<file path="src/rtl/logic_gates_sequencer_if.sv">
// Sequencer <-> gate unit / controller bundle; master side is the sequencer.
// LGS_FAIL_CAPTURE_EN adds the first-failure capture signals.
interface logic_gates_sequencer_if;
  logic       iStart;
  logic       iAbort;
  logic       iAnd;
  logic       iOr;
  logic       iNot;
  logic       oA;
  logic       oB;
  logic       oBusy;
  logic       oDone;
  logic       oPass;
  logic [2:0] oErrCnt;
  logic [1:0] oVec;
`ifdef LGS_FAIL_CAPTURE_EN
  logic       oFailValid;
  logic [1:0] oFailVec;
  logic [2:0] oFailBits;
`endif

  modport master (
    input  iStart, iAbort, iAnd, iOr, iNot,
    output oA, oB, oBusy, oDone, oPass, oErrCnt, oVec
`ifdef LGS_FAIL_CAPTURE_EN
    , output oFailValid, oFailVec, oFailBits
`endif
  );

  modport slave (
    output iStart, iAbort, iAnd, iOr, iNot,
    input  oA, oB, oBusy, oDone, oPass, oErrCnt, oVec
`ifdef LGS_FAIL_CAPTURE_EN
    , input oFailValid, oFailVec, oFailBits
`endif
  );
endinterface

</file>
<file path="src/rtl/logic_gates_sequencer.sv">
// Gate-unit self-test: drives (A,B)=00,10,01,11 for HOLD_CYCLES each, oDone one cycle after edge t+4*HOLD_CYCLES.
// No backpressure: iStart ignored outside IDLE, iAbort ends a run next edge; LGS_FAIL_CAPTURE_EN adds first-failure capture.
module logic_gates_sequencer #(
  parameter int HOLD_CYCLES = 4,
  parameter int CNT_W       = 8
) (
  input logic                     iClk,
  input logic                     iRst,
  logic_gates_sequencer_if.master seqIf
);
  typedef enum logic [1:0] {IDLE, RUN, DONE} state_t;

  localparam logic [CNT_W-1:0] RELOAD = CNT_W'(HOLD_CYCLES - 1);

  state_t           state;
  state_t           stateNxt;
  logic [CNT_W-1:0] cnt;
  logic [1:0]       vec;
  logic [2:0]       errCnt;
  logic             pass;
  logic [2:0]       failBits;
  logic             vecFail;
  logic             lastDwell;
  logic             startOk;

  assign startOk   = seqIf.iStart && !seqIf.iAbort;
  assign lastDwell = (cnt == '0);
  // {and, or, not} mismatch against the truth table for A=vec[0], B=vec[1]
  assign failBits  = {seqIf.iAnd ^ (vec[0] & vec[1]),
                      seqIf.iOr  ^ (vec[0] | vec[1]),
                      seqIf.iNot ^ ~vec[0]};
  assign vecFail   = |failBits;

  always_ff @(posedge iClk) begin
    if (iRst) state <= IDLE;
    else      state <= stateNxt;
  end

  always_comb begin
    stateNxt = state;
    case (state)
      IDLE:    if (startOk) stateNxt = RUN;
      RUN: begin
        if (seqIf.iAbort)                       stateNxt = IDLE;
        else if (lastDwell && (vec == 2'd3))    stateNxt = DONE;
      end
      DONE:    stateNxt = IDLE;
      default: stateNxt = IDLE;
    endcase
  end

  always_comb begin
    seqIf.oBusy = (state == RUN);
    seqIf.oDone = (state == DONE);
    seqIf.oA    = (state == RUN) ? vec[0] : 1'b0;
    seqIf.oB    = (state == RUN) ? vec[1] : 1'b0;
    seqIf.oVec  = (state == RUN) ? vec : 2'd0;
  end

  always_ff @(posedge iClk) begin
    if (iRst) begin
      cnt    <= '0;
      vec    <= '0;
      errCnt <= '0;
      pass   <= 1'b0;
    end else begin
      case (state)
        IDLE: begin
          if (startOk) begin
            cnt    <= RELOAD;
            vec    <= '0;
            errCnt <= '0;
            pass   <= 1'b0;
          end
        end
        RUN: begin
          if (seqIf.iAbort) begin
            pass <= 1'b0;
          end else if (!lastDwell) begin
            cnt <= cnt - 1'b1;
          end else begin
            if (vecFail) errCnt <= errCnt + 3'd1;
            if (vec == 2'd3) begin
              pass <= (errCnt == 3'd0) && !vecFail;
            end else begin
              vec <= vec + 2'd1;
              cnt <= RELOAD;
            end
          end
        end
        DONE: if (seqIf.iAbort) pass <= 1'b0;
        default: ;
      endcase
    end
  end

  assign seqIf.oPass   = pass;
  assign seqIf.oErrCnt = errCnt;

`ifdef LGS_FAIL_CAPTURE_EN
  logic       failValid;
  logic [1:0] failVec;
  logic [2:0] failBitsQ;

  // First failure of a run sticks until reset or the next accepted start.
  always_ff @(posedge iClk) begin
    if (iRst) begin
      failValid <= 1'b0;
      failVec   <= '0;
      failBitsQ <= '0;
    end else if (state == IDLE && startOk) begin
      failValid <= 1'b0;
      failVec   <= '0;
      failBitsQ <= '0;
    end else if (state == RUN && !seqIf.iAbort && lastDwell && vecFail && !failValid) begin
      failValid <= 1'b1;
      failVec   <= vec;
      failBitsQ <= failBits;
    end
  end

  assign seqIf.oFailValid = failValid;
  assign seqIf.oFailVec   = failVec;
  assign seqIf.oFailBits  = failBitsQ;
`endif
endmodule

</file>
<file path="src/flat_wrapper.sv">
// flat-port wrapper written by rule: the top's interface ports become plain ports
module logic_gates_sequencer_flat 
#(
  parameter int HOLD_CYCLES = 4,
  parameter int CNT_W       = 8
)
  (iClk, iRst, seqIf_iStart, seqIf_iAbort, seqIf_iAnd, seqIf_iOr, seqIf_iNot, seqIf_oA, seqIf_oB, seqIf_oBusy, seqIf_oDone, seqIf_oPass, seqIf_oErrCnt, seqIf_oVec);
  logic_gates_sequencer_if seqIf_i ();
  input logic iClk;
  input logic iRst;
  input wire logic [$bits(seqIf_i.iStart)-1:0] seqIf_iStart;
  input wire logic [$bits(seqIf_i.iAbort)-1:0] seqIf_iAbort;
  input wire logic [$bits(seqIf_i.iAnd)-1:0] seqIf_iAnd;
  input wire logic [$bits(seqIf_i.iOr)-1:0] seqIf_iOr;
  input wire logic [$bits(seqIf_i.iNot)-1:0] seqIf_iNot;
  output wire logic [$bits(seqIf_i.oA)-1:0] seqIf_oA;
  output wire logic [$bits(seqIf_i.oB)-1:0] seqIf_oB;
  output wire logic [$bits(seqIf_i.oBusy)-1:0] seqIf_oBusy;
  output wire logic [$bits(seqIf_i.oDone)-1:0] seqIf_oDone;
  output wire logic [$bits(seqIf_i.oPass)-1:0] seqIf_oPass;
  output wire logic [$bits(seqIf_i.oErrCnt)-1:0] seqIf_oErrCnt;
  output wire logic [$bits(seqIf_i.oVec)-1:0] seqIf_oVec;
  assign seqIf_i.iStart = seqIf_iStart;
  assign seqIf_i.iAbort = seqIf_iAbort;
  assign seqIf_i.iAnd = seqIf_iAnd;
  assign seqIf_i.iOr = seqIf_iOr;
  assign seqIf_i.iNot = seqIf_iNot;
  assign seqIf_oA = seqIf_i.oA;
  assign seqIf_oB = seqIf_i.oB;
  assign seqIf_oBusy = seqIf_i.oBusy;
  assign seqIf_oDone = seqIf_i.oDone;
  assign seqIf_oPass = seqIf_i.oPass;
  assign seqIf_oErrCnt = seqIf_i.oErrCnt;
  assign seqIf_oVec = seqIf_i.oVec;
  logic_gates_sequencer #(.HOLD_CYCLES(HOLD_CYCLES), .CNT_W(CNT_W)) u_core (.iClk(iClk), .iRst(iRst), .seqIf(seqIf_i));
endmodule
</file>
<file path="config.mk">
export PLATFORM = sky130hd
export DESIGN_NAME = logic_gates_sequencer_flat
export DESIGN_NICKNAME = d
export VERILOG_FILES = /design/src/rtl/logic_gates_sequencer_if.sv /design/src/rtl/logic_gates_sequencer.sv /design/src/flat_wrapper.sv
export SDC_FILE = /design/constraint.sdc
export NUM_CORES = 1
export LEC_CHECK = 0
export ABC_AREA = 1
export ABC_CLOCK_PERIOD_IN_PS = 2990
export BUFFER_PORTS_ARGS = -buffer_cell sky130_fd_sc_hd__buf_2
export CELL_PAD_IN_SITES_DETAIL_PLACEMENT = 0
export CELL_PAD_IN_SITES_GLOBAL_PLACEMENT = 2
export CORE_MARGIN = 1
export CORE_UTILIZATION = 32
export CTS_CLUSTER_DIAMETER = 30
export DETAILED_ROUTE_END_ITERATION = 10
export PLACE_DENSITY = 0.8
export SLEW_MARGIN = 20
export SYNTH_ARGS = -nofsm -noshare
export SYNTH_HDL_FRONTEND = slang
export SYNTH_SLANG_ARGS = --single-unit
</file>
<file path="constraint.sdc">
create_clock -name iClk -period 2.99 [get_ports iClk]
set_input_delay 0.598 -clock iClk [delete_from_list [all_inputs] [get_ports iClk]]
set_output_delay 0.598 -clock iClk [all_outputs]
set_load 0.005 [all_outputs]
</file>
Word level (Yosys, flattened, before mapping)
Index checks and enable logic that the tools add are counted.
- bits in registers: 16
- output and inout port bits: 10
- logic and storage cells: 71
- add/sub/neg operators: 3
- eq/ne operators: 13
- mux-type cells: 28
- bitwise operators: 6
- reduce and logical (&&, ||, !) cells: 16
- operators with widths (operator ; count):
    8-bit 2-to-1 mux ; 4
    2-bit 2-to-1 mux ; 8
    8-bit case mux with 2 select lines ; 1
    5-bit AND reduction ; 3
    3-bit 2-to-1 mux ; 4
    3-bit by 2-bit != test with 1-bit output (second input constant) ; 3
    8-bit logical NOT ; 1
    2-bit case mux with 2 select lines ; 2
    8-bit by 1-bit subtractor with 8-bit output (second input constant) ; 1
    1-bit 2-to-1 mux ; 7
    2-bit by 1-bit != test with 1-bit output (second input constant) ; 3
    2-bit != test (second input constant) ; 3
    3-bit case mux with 2 select lines ; 1
    2-bit equality test (second input constant) ; 2
    4-bit AND reduction ; 1
    3-bit by 1-bit adder with 3-bit output (second input constant) ; 1
    1-bit logical AND ; 3
    3-bit logical NOT ; 1
    3-bit != test (second input constant) ; 1
    1-bit case mux with 3 select lines ; 1
    3-bit nonzero test ; 1
    3-bit OR reduction ; 1
    1-bit bitwise XOR ; 3
    2-bit by 1-bit adder with 2-bit output (second input constant) ; 1
    8 further kinds ; 9

Depth between registers and ports, before layout
- word-level depth: 9
- mapped depth: 10
- depth with buffers taken out: 10

Least setup slack after synthesis
Ideal clock, no wire load.
- kind: in2reg
- from: input seqIf_iAbort
- to: register u_core.cnt[4]
- setup time: 0.115 ns
- data arrival time: 1.410 ns
- data required time: 2.875 ns
- setup slack: 1.465 ns
- cell stages on the path: 9
- cell sequence: inv_1 nand2_1 nand2_1 o21ai_0 nor2_1 nand2_1 nand2_2 nor2_1 and2_1
- word-level cells in the longest chain between the ends: 4
- elaborated cells between the ends (all ways): 5
- those cells by class: eq/ne (2); reduce/logical (3)
- RTL lines (item ; line ; text):
    start: declaration ; flat_wrapper.sv:12 ; input wire logic [$bits(seqIf_i.iAbort)-1:0] seqIf_iAbort;
    1-bit logical NOT ; logic_gates_sequencer.sv:26 ; assign startOk = seqIf.iStart && !seqIf.iAbort;
    1-bit logical AND ; logic_gates_sequencer.sv:26 ;
    2-bit by 1-bit != test with 1-bit output (no source line) ; -- ;
    4-bit AND reduction (no source line) (*) ; -- ;
    end signal: assignment ; logic_gates_sequencer.sv:80 ; cnt <= cnt - 1'b1;
    end: declaration ; logic_gates_sequencer.sv:17 ; logic [CNT_W-1:0] cnt;
Every way passes the cells marked *; elsewhere a longest branch is shown, timed or not.
A chain may end at the register's enable or synchronous reset.

Final worst setup path
- from: register u_core.state[0]
- to: output seqIf_oVec[1]
- word-level cells in the longest chain between the ends: 2
- RTL lines (item ; line ; text):
    start: declaration ; logic_gates_sequencer.sv:15 ; state_t state;
    start signal: assignment ; logic_gates_sequencer.sv:36 ; else state <= stateNxt;
    2-bit by 1-bit equality test with 1-bit output ; logic_gates_sequencer.sv:57 ; seqIf.oVec = (state == RUN) ? vec : 2'd0;
    2-bit 2-to-1 mux ; logic_gates_sequencer.sv:57 ;
    end: declaration ; flat_wrapper.sv:22 ; output wire logic [$bits(seqIf_i.oVec)-1:0] seqIf_oVec;
No other way between the ends.

==> flow_summary_export.csv <==
group,metric,value,unit
synth,synth.top_cell.area_share,29.36,%
worst_setup_path,cp_data_required_time,2.39,ns
power,power.ir.vdd_worst,147.3,uV
worst_setup_path,setup.worst_path.start_class,"flop",
final_layout,syn_to_final_growth,12.04,%
worst_setup_path,r2r-end,"u_core.seqIf.oErrCnt[1]",
power,p_clk_share,23.8,%
sta,fmax,571.9,MHz
routing,via_per_inst,4.407,
sta,setup_viol_count_final,0,
worst_setup_path,worst_setup_path_end_kind,"output port",
power,power_switching_share,34.82,%
final_layout,fin_nets,197,
die,floorplan.initialDensity,34.60,%
sta,rsz0062_at_grt,"no",
run,cap_violations,0,
power,power_share_of_the_sequential_group,48.0,%
worst_setup_path,critical_path_arrival,1.15,ns
die,ioPinCount,17,
synth,synthFlopType,"dfxtp_1",
synth,synth.lib_cells_used.distinct,25,
synth,synthesis.area_per_instance,6.573,um^2
global_routing,number_of_global_route_vias_before_repair,905,
worst_setup_path,reg2reg_setup_slack,1.38,ns
die,floorplan.die.width,60.39,um
synth,synth_compound_area_share,7.569,%
worst_setup_path,timing.critical_path.fanout_max,7,
worst_setup_path,crit-reg2reg-launch,"u_core.vec[0]",
clocking,worst_skew_pair_later_pin_latency,0.29,ns
worst_setup_path,critical_path.slowest_cell,"dfxtp_1",
worst_setup_path,critPathMaxStageDelay,0.47,ns
routing,detail_route.first_pass.iterations,4,
power,power.switching,172.8,uW
worst_setup_path,worst-setup-path-type,"reg -> out",
routing,drtAntennaViolNets,0,
worst_setup_path,worst-r2r-cell-count,10,
die,core-area,3153,um^2
global_routing,grt_start_max_net_pins,13,
synth,synthMostInstantiatedCell,"nand2_1",
worst_setup_path,crit_path_cell_trace,"nand2_4 > nor2_1 > buf_2",
synth,synth_top_area_cell,"dfxtp_1",
sta,fin_crit_sh,58.48,%
clocking,ctsHoldBuffers,0,
sta,worst_clock_skew,0.006523,ns
clocking,clkSlewWorstSetupHoldPaths,0.09,ns
place,detailedPlacementHpwl,1915,um
sta,final_total_negative_setup_slack,0,ns
sta,setup_slack,1.242,ns
routing,vias,996,
routing,initialDrtViolationCount,38,
final_layout,antennaDiodeCount,0,
final_layout,fill_cells,367,
synth,synth-edff-count,0,
synth,synth.top_cells.by_count,"nand2_1 (37), nor2_1 (28), inv_1 (25), dfxtp_1 (16), nand3_1 (14)",
power,internal-power,323.5,uW
hold_path,worst_hold_path_type,"reg -> reg",
global_routing,grt_overflow_total,0,
die,row_count,20,
place,gp_congestion,0.7845,
sta,max-slew-margin-rel,73.46,%
routing,totalWireLength,2356,um
synth,synth_xor_area_share,2.408,%
final_layout,final_layout_size_suffix_gt1_share,18.13,%
power,combPwrFrac,28.2,%
clocking,clock_tree.root_cell,"clkbuf_4",
die,die_height,60.39,um
global_routing,antenna_found_initial,0,
synth,postSynth.asyncResetShare,0,%
global_routing,globalRouteTotalUtil,15.09,%
routing,avgRoutedWirePerCell,10.42,um
synth,post_synth_and_or_nand_nor_area_fraction,41.28,%
worst_setup_path,critPathLaunch,"u_core.state[0]",
sta,min_period,1.748,ns
clocking,clock_tree.htree_level_count,1,
clocking,clk_path_buf_depth,2,
die,overall_die_area,3647,um^2
synth,synth_top_cells_by_area,"dfxtp_1 (29%), nand2_1 (13%), nor2_1 (9.6%)",
power,power_density,405.9,nW/um^2
sta,worst-slew-pin-transition,0.3950,ns
routing,post-route-drc-count,0,
synth,synth-adder-area-share,6.881,%
synth,syn_inst,166,
synth,synth_sequential_area_ratio,29.36,%
clocking,postCtsSetupRepairBufs,0,
clocking,cts_repair_resize_count,0,
clocking,cts_tree,"done",
global_routing,grt_first_pass_wirelength,3995,um
synth,synth.cell_area,1091,um^2
place,pre_cts_ws,1.245,ns
sta,report.final.slew_viol_count,0,
synth,postSynthRegisterBits,16,
clocking,numCtsBuffers,3,
synth,ys.warnings.count,0,
worst_setup_path,crit_path_end,"seqIf_oVec[1]",
synth,synth_top_family_by_area,"simple AND/OR/NAND/NOR gates",
synth,multiplexer_area_fraction_after_synthesis,0,%
sta,final-hold-violation-count,0,
synth,synth.net_count,179,
clocking,clock-sinks,16,
run_status,run_status,"completed",
place,buffer_ports.inserted,16,
power,static-leakage-power,0.6261,nW
[critical path, delay by kind of cell, from the launching register on]
family | cells | cell delay [ns]
flip-flops | 1 | 0.47
AND/OR/NAND/NOR | 2 | 0.27
buffers and inverters | 1 | 0.13
[cells in the final DEF, fill, tap and decap left out, drive strengths merged]
master | synthesis | layout
dfxtp | 16 | 16
xnor2 | 2 | 2
nand2 | 42 | 42
a21oi | 5 | 5
nor2 | 30 | 30
inv | 28 | 28
o21ai | 8 | 8
nand3b | 1 | 1
ha | 6 | 6
o22ai | 1 | 1
nand3 | 15 | 15
and2 | 1 | 1
nand4 | 3 | 3
nor3 | 4 | 4
buf | 3 | 16
clkbuf | 0 | 3
xor2 | 1 | 1
[flip-flops by register name, summed over array words and instances (netlist names)]
signal and flops:
u_core.state 2, u_core.vec 2, u_core.seqIf.oPass 1, u_core.cnt 8, u_core.seqIf.oErrCnt 3
[kinds of logic after synthesis]
kind of cell / Yosys count
flops: 16
xor+xnor: 3
fa+ha+maj: 6
compound gates: 14
buf+inv: 31
simple gates: 96
[through the flow]
step / hold WS [ns] / instances / cell area, um^2 / power, mW / utilization, %
3_5_place_dp: 0.4938 / 223 / 1200 / 0.3849 / 38.06
3_3_place_gp: 0.4833 / 223 / 1200 / 0.3842 / 38.06
2_1_floorplan: 0.4701 / 166 / 1091 / 0.3517 / -
6_report: 0.5034 / 226 / 1222 / 0.4962 / 38.77
5_1_grt: 0.5302 / 226 / 1222 / 0.5394 / 38.77
4_1_cts: 0.5096 / 226 / 1222 / 0.5066 / 38.77
[power by group through the flow]
stage          Sequential, mW  Clock (mW)  Combinational [mW]
2_1_floorplan           0.241           0               0.111
3_3_place_gp            0.243           0               0.141
3_5_place_dp            0.243           0               0.142
4_1_cts                 0.238       0.126               0.143
5_1_grt                 0.241       0.135               0.163
6_report                0.238       0.118               0.140
[metal layers]
| metal | wire length (um) | GRT usage, % |
|---|---|---|
| met1 | 1259 | 20.68 |
| met3 | 65 | 2.772 |
| met2 | 1016 | 23.39 |
| met4 | 15 | 5.980 |
| met5 | 0 | 0 |
[worst min-delay path by stage]
| stage | startpoint | end | slack (ns) | cells past startpoint |
|---|---|---|---|---|
| global placement | u_core.seqIf.oErrCnt[2] | u_core.seqIf.oErrCnt[2] | 0.48 | 2 |
| detailed placement | u_core.seqIf.oErrCnt[2] | u_core.seqIf.oErrCnt[2] | 0.49 | 2 |
| floorplan | u_core.cnt[1] | u_core.cnt[1] | 0.47 | 2 |
| global route | u_core.seqIf.oErrCnt[2] | u_core.seqIf.oErrCnt[2] | 0.53 | 2 |
| CTS | u_core.seqIf.oErrCnt[2] | u_core.seqIf.oErrCnt[2] | 0.51 | 2 |
| finish | u_core.seqIf.oErrCnt[2] | u_core.seqIf.oErrCnt[2] | 0.50 | 2 |
[final cells by class]
cell class / instances / area [um^2] / area share (%)
clock buffer: 3 / 22.52 / 1.842
inverter: 28 / 110.1 / 9.007
multi-input combinational: 119 / 634.4 / 51.89
sequential: 16 / 320.3 / 26.20
tap: 44 / 55.05 / 4.504
timing repair buffer: 16 / 80.08 / 6.551
(Power assumes the default switching activity.)
